## config.mk

```make
export PLATFORM = sky130hd
export DESIGN_NAME = seg_serial_tx_flat
export DESIGN_NICKNAME = d
export VERILOG_FILES = /design/src/rtl/seg_serial_tx_pkg.sv /design/src/rtl/seg_serial_tx_if.sv /design/src/rtl/seg_tick_gen.sv /design/src/rtl/seg_serial_tx.sv /design/src/flat_wrapper.sv
export SDC_FILE = /design/constraint.sdc
export NUM_CORES = 1
export LEC_CHECK = 0
export ABC_CLOCK_PERIOD_IN_PS = 1800
export CAP_MARGIN = 30
export CORE_MARGIN = 3
export CORE_UTILIZATION = 45
export DETAILED_ROUTE_END_ITERATION = 8
export PLACE_DENSITY = 0.85
export SYNTH_ARGS = -nofsm -noshare
export SYNTH_HDL_FRONTEND = slang
export SYNTH_SLANG_ARGS = --single-unit
```

## constraint.sdc

```tcl
create_clock -name clk -period 1.8 [get_ports clk]
set_input_delay 0.18 -clock clk [delete_from_list [all_inputs] [get_ports clk]]
set_output_delay 0.18 -clock clk [all_outputs]
set_load 0.01 [all_outputs]
```

## src/rtl/seg_serial_tx_pkg.sv

```systemverilog
// Shared definitions for the segment-image serial transmitter.
package seg_serial_tx_pkg;

    // 8 digits x 8 segments
    localparam int SEG_WIDTH = 64;

    typedef enum logic [1:0] {
        IDLE  = 2'd0,
        LOAD  = 2'd1,
        SHIFT = 2'd2,
        FIN   = 2'd3
    } tx_state_t;

    // Counter width able to hold 0..n-1, never narrower than one bit.
    function automatic int cnt_width(input int n);
        return (n <= 2) ? 1 : $clog2(n);
    endfunction

endpackage

```

## src/rtl/seg_serial_tx_if.sv

```systemverilog
// Parallel handshake between the segment decoder and the serial transmitter.
interface seg_serial_tx_if
    import seg_serial_tx_pkg::*;
#(
    parameter int WIDTH = SEG_WIDTH
);
    logic             start;
    logic [WIDTH-1:0] par_data;
    logic             busy;
    logic             done;

    modport master (output start, output par_data, input busy, input done);
    modport slave  (input start, input par_data, output busy, output done);
endinterface

```

## src/rtl/seg_tick_gen.sv

```systemverilog
// Strobe generator: tick is high on every HALF-th enabled cycle.
// clr restarts the count so the first tick lands HALF cycles after it drops.
module seg_tick_gen
    import seg_serial_tx_pkg::*;
#(
    parameter int HALF = 2
) (
    input  logic clk,
    input  logic rst_n,
    input  logic clr,
    input  logic en,
    output logic tick
);
    localparam int CW = cnt_width(2 * HALF);

    logic [CW-1:0] cnt;

    assign tick = en && (cnt == CW'(HALF - 1));

    // Count enabled cycles within the current half period.
    always_ff @(posedge clk or negedge rst_n) begin
        if (!rst_n) begin
            cnt <= '0;
        end else if (clr) begin
            cnt <= '0;
        end else if (en) begin
            cnt <= tick ? '0 : cnt + 1'b1;
        end
    end
endmodule

```

## src/rtl/seg_serial_tx.sv

```systemverilog
// Shifts a packed segment image LSB-first into the board's 74HC164 chain.
// Display is blanked (s_pen=0) while the chain is being loaded.
//
// state | meaning
// IDLE  | waiting for start, display on
// LOAD  | image captured, first bit on s_out, counters cleared
// SHIFT | one s_clk period per bit, low phase then high phase
// FIN   | done pulse, display back on
module seg_serial_tx
    import seg_serial_tx_pkg::*;
#(
    parameter int WIDTH = SEG_WIDTH,
    parameter int HALF  = 2
) (
    input  logic               clk,
    input  logic               rst_n,
    seg_serial_tx_if.slave     bus,
    output logic               s_clk,
    output logic               s_out,
    output logic               s_pen,
    output logic               s_clrn
);
    localparam int BCW = $clog2(WIDTH + 1);

    tx_state_t        state;
    logic [WIDTH-1:0] shreg;
    logic [BCW-1:0]   bit_cnt;
    logic             busy_q;
    logic             done_q;
    logic             tick;

    assign bus.busy = busy_q;
    assign bus.done = done_q;

    seg_tick_gen #(.HALF(HALF)) u_tick (
        .clk   (clk),
        .rst_n (rst_n),
        .clr   (state != SHIFT),
        .en    (state == SHIFT),
        .tick  (tick)
    );

    // Frame sequencer with registered pin outputs.
    always_ff @(posedge clk or negedge rst_n) begin
        if (!rst_n) begin
            state   <= IDLE;
            shreg   <= '0;
            bit_cnt <= '0;
            busy_q  <= 1'b0;
            done_q  <= 1'b0;
            s_clk   <= 1'b0;
            s_out   <= 1'b0;
            s_pen   <= 1'b0;
            s_clrn  <= 1'b0;
        end else begin
            s_clrn <= 1'b1;
            done_q <= 1'b0;
            case (state)
                IDLE: begin
                    s_clk <= 1'b0;
                    s_pen <= 1'b1;
                    if (bus.start) begin
                        shreg  <= bus.par_data;
                        s_out  <= bus.par_data[0];
                        s_pen  <= 1'b0;
                        busy_q <= 1'b1;
                        state  <= LOAD;
                    end
                end
                LOAD: begin
                    bit_cnt <= '0;
                    s_clk   <= 1'b0;
                    state   <= SHIFT;
                end
                SHIFT: begin
                    if (tick) begin
                        if (!s_clk) begin
                            s_clk <= 1'b1;
                        end else begin
                            // end of high phase: advance to the next bit
                            s_clk   <= 1'b0;
                            shreg   <= shreg >> 1;
                            s_out   <= shreg[1];
                            bit_cnt <= bit_cnt + 1'b1;
                            if (bit_cnt == BCW'(WIDTH - 1)) begin
                                busy_q <= 1'b0;
                                done_q <= 1'b1;
                                s_pen  <= 1'b1;
                                state  <= FIN;
                            end
                        end
                    end
                end
                FIN: begin
                    s_clk <= 1'b0;
                    state <= IDLE;
                end
                default: state <= IDLE;
            endcase
        end
    end
endmodule

```

## src/flat_wrapper.sv

```systemverilog
// flat-port wrapper written by rule: the top's interface ports become plain ports
module seg_serial_tx_flat import seg_serial_tx_pkg::*;
#(
    parameter int WIDTH = SEG_WIDTH,
    parameter int HALF  = 2
)
  (clk, rst_n, s_clk, s_out, s_pen, s_clrn, bus_start, bus_par_data, bus_busy, bus_done);
  seg_serial_tx_if #(.WIDTH(WIDTH)) bus_i ();
  input  logic clk;
  input  logic rst_n;
  output logic s_clk;
  output logic s_out;
  output logic s_pen;
  output logic s_clrn;
  input wire logic [$bits(bus_i.start)-1:0] bus_start;
  input wire logic [$bits(bus_i.par_data)-1:0] bus_par_data;
  output wire logic [$bits(bus_i.busy)-1:0] bus_busy;
  output wire logic [$bits(bus_i.done)-1:0] bus_done;
  assign bus_i.start = bus_start;
  assign bus_i.par_data = bus_par_data;
  assign bus_busy = bus_i.busy;
  assign bus_done = bus_i.done;
  seg_serial_tx #(.WIDTH(WIDTH), .HALF(HALF)) u_core (.clk(clk), .rst_n(rst_n), .bus(bus_i), .s_clk(s_clk), .s_out(s_out), .s_pen(s_pen), .s_clrn(s_clrn));
endmodule
```

## Word level (Yosys, flattened, before mapping)

Index checks and enable logic that the tools add are counted.

| storage, ports and cells | value |
|---|---|
| register bits after elaboration | 81 |
| bits of input ports | 67 |
| output and inout port bits | 6 |
| logic and storage cells | 69 |

| operators by class | value |
|---|---|
| add/sub/neg operators | 2 |
| equal/unequal tests | 10 |
| mux-type cells | 36 |
| reductions and logical operators | 11 |

Operators with widths:

| cell | number |
|---|---|
| 64-bit two-way mux | 3 |
| 64-bit one-hot mux with 2 select lines | 1 |
| 1-bit two-way mux | 17 |
| 2-bit two-way mux | 7 |
| 7-bit two-way mux | 2 |
| 7-bit one-hot mux with 2 select lines | 1 |
| 4-bit AND reduction | 3 |
| 1-bit one-hot mux with 2 select lines | 4 |
| 2-bit one-hot mux with 4 select lines | 1 |
| 7-bit by 1-bit adder with 7-bit output, second input constant | 1 |
| 7-bit by 6-bit == test with 1-bit output, second input constant | 1 |
| 2-bit by 1-bit != test with 1-bit output, second input constant | 3 |
| 2-bit nonzero test | 3 |
| 5-bit AND reduction | 1 |
| 2-bit by 1-bit == test with 1-bit output, second input constant | 2 |
| 2-bit == test, second input constant | 2 |
| 2-bit != test, second input constant | 2 |
| 3-bit AND reduction | 1 |
| 3-bit OR reduction | 1 |
| 2-bit by 1-bit adder with 2-bit output, second input constant | 1 |
| 2-bit zero test | 1 |
| 1-bit logical AND | 1 |

## Logic depth before layout (Yosys ltp)

Gate-level depths: netlist of run 1.

| logic depth | value |
|---|---|
| depth after elaboration | 5 |
| mapped depth | 8 |
| mapped depth without buffers | 6 |

## Hierarchy

Synthesis of run 1 repeated with hierarchy kept, for this count alone.

| unflattened totals | value |
|---|---|
| cell total of the unflattened synthesis | 352 |
| area, all modules | 3697.3 sq um |

Modules (own cells, without submodules):

| module | times used | cells each | area an instance (sq um) |
|---|---|---|---|
| seg_serial_tx | 1 | 345 | 3618.5 |
| seg_tick_gen | 1 | 7 | 78.8 |

## Worst setup path after synthesis of run 1

No wires, ideal clock.

| path | value |
|---|---|
| path type | reg-to-reg |
| start | register u_core.state[0] |
| end | register u_core.bit_cnt[6] |
| data arrival time | 1.519 ns |
| setup slack | 0.150 ns |
| stages on the path, launching flop included | 9 |
| cell sequence | dfrtp_1 inv_1 ha_1 clkbuf_2 buf_2 nand4b_1 nor3_1 xnor2_1 nor2_1 |

| between the ends | value |
|---|---|
| longest elaborated chain between the ends | 4 |
| elaborated cells between the ends (all ways) | 8 |
| classes of those cells | eq/ne (4); mux (1); reduce/logical (3) |

Ends and longest elaborated chain:

| what | RTL line | RTL |
|---|---|---|
| start: declaration | seg_serial_tx.sv:25 | `tx_state_t state;` |
| start signal: assignment | seg_serial_tx.sv:46 | `state <= IDLE;` |
| start signal: assignment | seg_serial_tx.sv:67 | `state <= LOAD;` |
| start signal: assignment | seg_serial_tx.sv:73 | `state <= SHIFT;` |
| 2-bit == test | seg_serial_tx.sv:39, seg_serial_tx.sv:58 |  |
| 1-bit logical AND | seg_tick_gen.sv:18 | `assign tick = en && (cnt == CW'(HALF - 1));` |
| 2-bit by 1-bit != test with 1-bit output (no line) | -- |  |
| 3-bit AND reduction (no line) | -- |  |
| end signal: assignment | seg_serial_tx.sv:84 | `bit_cnt <= bit_cnt + 1'b1;` |
| end: declaration | seg_serial_tx.sv:27 | `logic [BCW-1:0] bit_cnt;` |

Parallel ways exist; a longest one is shown, timed or not.
A chain may end at the register's enable or synchronous reset.

## Worst setup path in the final report of run 1

| path | value |
|---|---|
| start | register u_core.state[1] |
| end | register u_core.shreg[19] |

| between the ends | value |
|---|---|
| longest elaborated chain between the ends | 4 |
| elaborated cells between the ends (all ways) | 9 |
| classes of those cells | eq/ne (4); mux (1); reduce/logical (4) |

Ends and longest elaborated chain:

| what | RTL line | RTL |
|---|---|---|
| 2-bit == test | seg_serial_tx.sv:39, seg_serial_tx.sv:58 |  |
| 1-bit logical AND | seg_tick_gen.sv:18 |  |
| 2-bit by 1-bit != test with 1-bit output (no line) | -- |  |
| 4-bit AND reduction (no line) | -- |  |
| end signal: assignment | seg_serial_tx.sv:63 | `shreg <= bus.par_data;` |
| end signal: assignment | seg_serial_tx.sv:82 | `shreg <= shreg >> 1;` |
| end: declaration | seg_serial_tx.sv:26 | `logic [WIDTH-1:0] shreg;` |

Parallel ways exist; a longest one is shown, timed or not.

==> summary.txt, run 1 <==
Timing
  • Upper clock frequency limit: 0.562 GHz
  • Final hold slack: approximately 190 ps
  • Final Cycle Share: between 90% and 100%
  • RSZ-0062 raised after global routing: yes
  • Final setup margin: around 20 ps
  • Fin. Hold Viols: 0
  • Setup TNS: 0 ps
  • Min Tclk post-route: between 1500 and 2000 ps
  • Final setup vio count: 0
  • Final slew viol count: 0
  • Clock Skew: between 10 and 15 ps

Clock tree
  • Clock Latency Late Sink: 360 ps
  • Root buf cell: clkbuf_8
  • CTS Buf Count: 9
  • CTS clk-pin slew, worst paths: 90 ps
  • H-tree levels: 3
  • Clock tree sinks: 80
  • Clock Tree Buf Depth: 2
  • CTS tree: done

Floorplan
  • Die Ht: 97.3 um
  • Die ar.: ~9500 sq um
  • Num ports: 73
  • Initial Util: 47.5%
  • Die width: approximately 100 um
  • # rows: 32
  • Area of the core: 7890 sq um

Synth
  • Most used DFF post-synth: dfrtp_1
  • Post-synthesis xor/xnor area fraction: between 1 and 1.5%
  • Seq/Total Area, Yosys: between 50% and 60%
  • Post-synthesis compound-gate area fraction: between 10% and 20%
  • Average size of a mapped cell: between 10 and 15 sq um
  • Post-Synthesis Cells: 358
  • Synthesized flop and latch total: 80
  • Post-synth EDFFs: 0
  • Count leader, synth: dfrtp_1
  • Adder-Cell Fraction of Synth Area: roughly 2.0%
  • Mux cell area share after synthesis: between 10% and 20%
  • Async set-reset flop share out of synthesis: between 90% and 100%
  • Mapped Nets: roughly 430
  • Synth warn: 0
  • Count of cell types in the netlist: 34
  • Mapped Area: approximately 3700 sq um
  • Top cell type's share of synthesized area: ~53%
  • Most instantiated cells after synthesis: dfrtp_1 (80), nor2_1 (70), a21oi_1 (68)
  • Area leader, netlist: dfrtp_1
  • Largest family of logic cells by synthesized area: multiplexers
  • Simple-gate share of the synthesized area: between 10% and 20%
  • Area contributors post-synth: dfrtp_1 (53%), mux2i_1 (17%), a21oi_1 (9.1%)

Layout
  • N_diodes: 0
  • P&R area growth vs syn: 38.0%
  • Layout cells sized above 1: roughly 16%
  • Final Cell Area: between 5000 and 6000 sq um
  • Nets@finish: ~520

Flow run
  • Max-Cap Viols: 0

Route
  • Vias per inst: between 5 and 6
  • Post-route ant nets: 0
  • Avg WL per Cell: 15.4 um
  • Via count: roughly 2,900
  • DR iter-0 viols: approximately 150
  • DRT Wirelength: roughly 8500 um
  • Pre-antenna DRT Iters: 4
  • Remaining DRCs: 0

Global routing
  • Congestion Overflow GR: 0
  • Initial antenna violation count: 0
  • Vias in the first global route: around 2,800
  • First-pass GRT wire length: 13,200 um
  • Pin count of the biggest net entering global routing: 47
  • Total GRT Usage: between 15 and 20%

Worst setup path
  • CP max stage delay: just over 400 ps
  • Beginning of the critical path: u_core.state[1]
  • Crit path arrival time: 2050 ps
  • Cell mode on critical path: buf_6
  • Worst Path Required: just over 2000 ps
  • Setup CP Type: flop to flop
  • Maximum net fanout on the critical path: 6
  • Worst r2r path cells: 8
  • Worst Setup EP: u_core.shreg[19]
  • R2R setup slack: around 20 ps
  • Critical R2R Launch: u_core.state[1]
  • Critical path cell sequence: buf_6 -> ha_4 -> nor2b_4 -> a211oi_4 -> buf_6 -> clkbuf_16 -> nor2_1 -> a21oi_1
  • CP max stage cell: dfrtp_1
  • Worst r2r dst: u_core.shreg[19]
  • Critical path launch point type: flop
  • Element type at the critical path end: flop

Power and ir drop
  • Peak supply drop: about 0.42 mV
  • Pleak: 2.69 nW
  • PD cells: 626 nW/um^2

Placed design
  • Post-Place Worst Slack: -77.0 ps
  • Placed cell areas: roughly 4600 sq um
  • Detail Placement HPWL: between 4000 and 5000 um
  • GP Congestion: ~0.83
  • Port bufs: just over 70

Worst hold path
  • Hold Crit Class: input port to async pin

Run status
  • Status: complete, no violations
worst min path at each step:
stage / start / end / slack [ps] / cells after the start
CTS: rst_n / u_core.shreg[34] / 170 / 2
detailed placement: rst_n / u_core.shreg[34] / 20 / 1
global placement: rst_n / u_core.shreg[34] / 20 / 1
global route: rst_n / u_core.shreg[34] / 170 / 2
finish: rst_n / u_core.shreg[33] / 190 / 2
floorplan: rst_n / u_core.bit_cnt[0] / -120 / 0
logic make-up after synthesis:
family                   count (synthesis)
buffers and inverters                   29
XOR/XNOR                                 5
flip-flops                              80
other                                    1
adder cells (fa/ha/maj)                  6
AND/OR/NAND/NOR                         93
multiplexers                            66
AO/OA/AOI/OAI                           78
critical path: cells and delay by family (launching register included):
| kind | cells | cell delay, ps |
|---|---|---|
| buffers and inverters | 3 | 540 |
| DFF | 1 | 410 |
| AOI/OAI and AO/OA | 2 | 390 |
| and+or+nand+nor | 2 | 180 |
| adders and majority gates | 1 | 160 |
layer usage:
| metal | GRT usage [%] | part of all wire [%] |
|---|---|---|
| met1 | 22.7 | 45 |
| met2 | 27.5 | 49 |
| met3 | 4.24 | 4.9 |
| met4 | 4.90 | 1.4 |
| met5 | 0 | 0 |
metrics by stage:
| stage | instances | util [%] | power [mW] |
|---|---|---|---|
| final | 552 | 65.6 | 3.24 |
| after detailed placement | 520 | 58.5 | 2.03 |
| after global routing | 552 | 65.6 | 3.36 |
| after CTS | 545 | 62.8 | 3.27 |
| after floorplan | 358 | - | 1.84 |
| after global placement | 520 | 58.5 | 2.03 |
cell type report:
type                    count  area, sq um
well taps                 102          128
multi-input cells         249         1720
flip-flops and latches     80         2000
fillers                   598         2710
repair buffers            100         1120
inverters                   5         18.8
clock buffers               9          124
clock inverters             7         60.1
cell usage in the layout (no fill, tap or decap), types with 3 or more instances in the layout:
cell type / count
buf_6: 3
clkbuf_16: 5
nor2_1: 61
nand2_1: 6
clkdlybuf4s50_1: 71
a21oi_2: 3
nor2_2: 7
o21ai_0: 3
inv_1: 4
buf_12: 4
nand3_1: 3
a21oi_1: 65
buf_4: 14
inv_6: 3
clkbuf_8: 9
ha_1: 3
dfrtp_1: 80
clkinvlp_4: 3
mux2i_1: 64
ha_4: 3
xor2_1: 4
sequential cells by signal, indices dropped and copies added (netlist names):
| register | cells |
|---|---|
| u_core.state | 2 |
| u_core.bus.done | 1 |
| u_core.bus.busy | 1 |
| u_core.shreg | 64 |
| u_core.u_tick.cnt | 2 |
| u_core.s_clk | 1 |
| u_core.s_clrn | 1 |
| u_core.bit_cnt | 7 |
| u_core.s_pen | 1 |
power breakdown:
| part | switching (mW) | total [mW] | internal (mW) | leakage (nW) |
|---|---|---|---|---|
| clock | 0.719 | 1.24 | 0.525 | 0.0848 |
| combinational | 0.0601 | 0.197 | 0.137 | 1.52 |
| sequential | 0.000341 | 1.80 | 1.80 | 1.08 |
repair_timing:
| action | 4_1_cts | 5_1_grt |
|---|---|---|
| setup endpoints to repair | 64 | 65 |
| hold buffers | 1 | 0 |
| pin swaps | 1 | 2 |
| gates cloned | 2 | 6 |
| setup buffers | 6 | 1 |
| gates resized for setup | 10 | 23 |
| hold endpoints to repair | 80 | 0 |
Power figures use the tool's default switching activity.
==> run 2: changes to the inputs <==
--- a/config.mk
+++ b/config.mk
@@ -7,10 +7,14 @@
 export LEC_CHECK = 0
 export ABC_CLOCK_PERIOD_IN_PS = 1800
 export CAP_MARGIN = 30
+export CELL_PAD_IN_SITES_DETAIL_PLACEMENT = 0
+export CELL_PAD_IN_SITES_GLOBAL_PLACEMENT = 1
 export CORE_MARGIN = 3
-export CORE_UTILIZATION = 45
+export CORE_UTILIZATION = 36
 export DETAILED_ROUTE_END_ITERATION = 8
-export PLACE_DENSITY = 0.85
+export PLACE_DENSITY = 0.87
+export RECOVER_POWER = 25
+export SLEW_MARGIN = 20
 export SYNTH_ARGS = -nofsm -noshare
 export SYNTH_HDL_FRONTEND = slang
 export SYNTH_SLANG_ARGS = --single-unit
==> run 2 against run 1 <==
Effect of this change: sequential cell count unchanged; worst setup slack worse by 30 ps; clock power about the same; cell count up 6.2%; clock skew down 3.0 ps; critical path type unchanged; count of clock-buffer cells in the layout up 1; hold slack better by 200 ps; critical endpoint is now u_core.shreg[27]; sequential share of layout area about the same; the run now ends with setup timing left; routed wire length down 2.4%; critical path depth down 1; total power up 0.62%.
==> summary.txt, run 2 (synthesized netlist as in run 1, its figures left out) <==
Floorplan
  • Die ar.: 11,700 sq um (+23%)
  • Num ports: 73 (unchanged)
  • Area of the core: 9950 sq um (+26%)
  • Die Ht: 108 um (+11%)
  • # rows: 36 (+13%)
  • Initial Util: 37.7% (-9.9 points)
  • Die width: 108 um (+11%)

Clock tree
  • Clock tree sinks: 80 (unchanged)
  • CTS clk-pin slew, worst paths: 80 ps (about the same)
  • CTS Buf Count: 9 (unchanged)
  • Root buf cell: clkbuf_8
  • Clock Latency Late Sink: 350 ps (about the same)
  • H-tree levels: 3 (unchanged)
  • CTS tree: done
  • Clock Tree Buf Depth: 2 (unchanged)

Placed design
  • GP Congestion: 0.768 (-7.5%)
  • Detail Placement HPWL: 5400 um (+8.9%)
  • Post-Place Worst Slack: -0.973 ps (+76.0 ps)
  • Port bufs: 72 (unchanged)

Layout
  • Nets@finish: 521 (+0.58%)
  • N_diodes: 0 (unchanged)
  • P&R area growth vs syn: 38.1% (about the same)
  • Largest regs: u_core.shreg x64, u_core.bit_cnt x7
  • Filler cells: 880 (+47%)
  • Layout cells sized above 1: 13.5% (-2.1 points)
  • Most frequent cells in the layout: dfrtp_1 (80), clkdlybuf4s50_1 (71), nor2_1 (70), a21oi_1 (68), mux2i_1 (65)
  • Most flop-heavy register: u_core.shreg
  • Most common cell after layout, fill and taps aside: dfrtp_1
  • Max FFs per register: 64 (unchanged)

Run status
  • Status: finished with violations
  • Failing checks: setup timing

Timing
  • Setup TNS: -32.0 ps (-32.0 ps)
  • Final setup vio count: 7 (+7)
  • Worst-margin pin slew: roughly 700 ps
  • Rel. slew slack: a little over half
  • Final Cycle Share: 101% (+1.7 points)
  • Clock Skew: 11.5 ps (-3.05 ps)
  • Min Tclk post-route: 1810 ps (+30.4 ps)
  • Final slew viol count: 0 (unchanged)
  • Upper clock frequency limit: 0.552 GHz (-1.7%)
  • RSZ-0062 raised after global routing: yes
  • Final setup margin: -10.4 ps (-30.4 ps)
  • Fin. Hold Viols: 0 (unchanged)
  • Final hold slack: 383 ps (+198 ps)

Worst setup path
  • Critical path launch point type: flop
  • Setup CP Type: flop to flop
  • Worst r2r path cells: 7 (-1)
  • Critical R2R Launch: u_core.state[0]
  • Element type at the critical path end: flop
  • Crit path arrival time: 2040 ps (about the same)
  • Maximum net fanout on the critical path: 14 (+8)
  • Worst r2r dst: u_core.shreg[27]
  • Worst Path Required: 2030 ps (-40 ps)
  • R2R setup slack: -10 ps (-30 ps)

Route
  • Remaining DRCs: 0 (unchanged)
  • DRT Wirelength: 8310 um (-2.4%)
  • Pre-antenna DRT Iters: 5 (+1)
  • Vias per inst: 4.90 (-7.1%)
  • Via count: 2,872 (-1.4%)
  • Post-route ant nets: 0 (unchanged)
  • DR iter-0 viols: 101 (-32%)
  • Avg WL per Cell: 14.2 um (-8.0%)

Power and ir drop
  • Tot Pwr: 3.26 mW (+0.62%)
  • Pleak: 2.68 nW (-0.24%)
  • Peak supply drop: 0.423 mV (-0.28%)
  • PD cells: 629 nW/um^2 (+0.59%)

Global routing
  • Initial antenna violation count: 0 (unchanged)
  • Total GRT Usage: 14.0% (-3.0 points)
  • Vias in the first global route: 2,704 (-4.8%)
  • First-pass GRT wire length: 12,900 um (-2.3%)
  • Congestion Overflow GR: 0 (unchanged)
  • Pin count of the biggest net entering global routing: 58 (+23%)

Flow run
  • Max-Cap Viols: 0 (unchanged)

Worst hold path
  • Hold Crit Class: input port to async pin
==> run 2: cell types whose count changed in the layout (fill, tap and decap cells not counted), sizes merged <==
cell | previous run | this run
buf | 23 | 25
bufbuf | 0 | 1
clkbuf | 14 | 15
clkinv | 0 | 2
clkinvlp | 3 | 2
inv | 9 | 7
==> run 2: how the worst max path moves through the flow <==
| stage | cells after the start | end | slack [ps] | start |
|---|---|---|---|---|
| 6_report | 7 | u_core.shreg[27] | -10 | u_core.state[0] |
| 5_1_grt | 8 | u_core.shreg[9] | -70 | u_core.state[1] |
| 4_1_cts | 8 | u_core.shreg[27] | 2 | u_core.state[0] |
| 3_5_place_dp | 8 | u_core.shreg[26] | -1 | u_core.state[0] |
| 3_3_place_gp | 8 | u_core.shreg[23] | 80 | u_core.state[0] |
| 2_1_floorplan | 8 | u_core.bit_cnt[6] | 150 | u_core.state[0] |
==> run 2: layout make-up <==
type	count	area (sq um)	area share (%)
Tap cell	133	166	3.22
Clock buffer	10	138	2.66
Sequential cell	80	2000	38.7
Timing Repair Buffer	103	1130	21.9
Multi-Input combinational cell	249	1670	32.2
Inverter	5	18.8	0.363
Clock inverter	6	52.6	1.02
==> run 2: timing repair <==
| action | 4_1_cts | 5_1_grt |
|---|---|---|
| endpoints found under the setup margin | 3 | 63 |
| endpoints found under the hold margin | 23 | 0 |
| gates resized for setup | 0 | 17 |
| hold buffers | 1 | 0 |
| gates cloned | 1 | 4 |
| pin swaps | 1 | 3 |
| setup buffers | 2 | 4 |
==> run 2: report_power, final <==
part           switching [mW]  internal, mW  total [mW]
combinational          0.0596         0.131       0.191
sequential           0.000215          1.80        1.80
clock                   0.711         0.558        1.27
==> run 2: critical path: stages (launching register included) <==
cell and delay, ps:
dfrtp_1 390, inv_2 70, buf_4 140, ha_4 180
a211oi_4 420, clkbuf_16 250, clkbuf_16 160, a21oi_1 70
==> run 2: stage by stage <==
stage	std cells	utilization, %	area, sq um
floorplan	358	-	3750
global placement	558	47.8	4760
detailed placement	558	47.8	4760
CTS	578	50.3	5000
global route	586	52.0	5170
finish	586	52.0	5170
==> run 2: metal layers <==
layer,track usage (%),vias up,part of all wire [%]
li1,-,1423,-
met1,18.3,1379,44
met2,22.1,62,49
met3,5.07,8,5.8
met4,3.79,0,0.89
met5,0,-,0
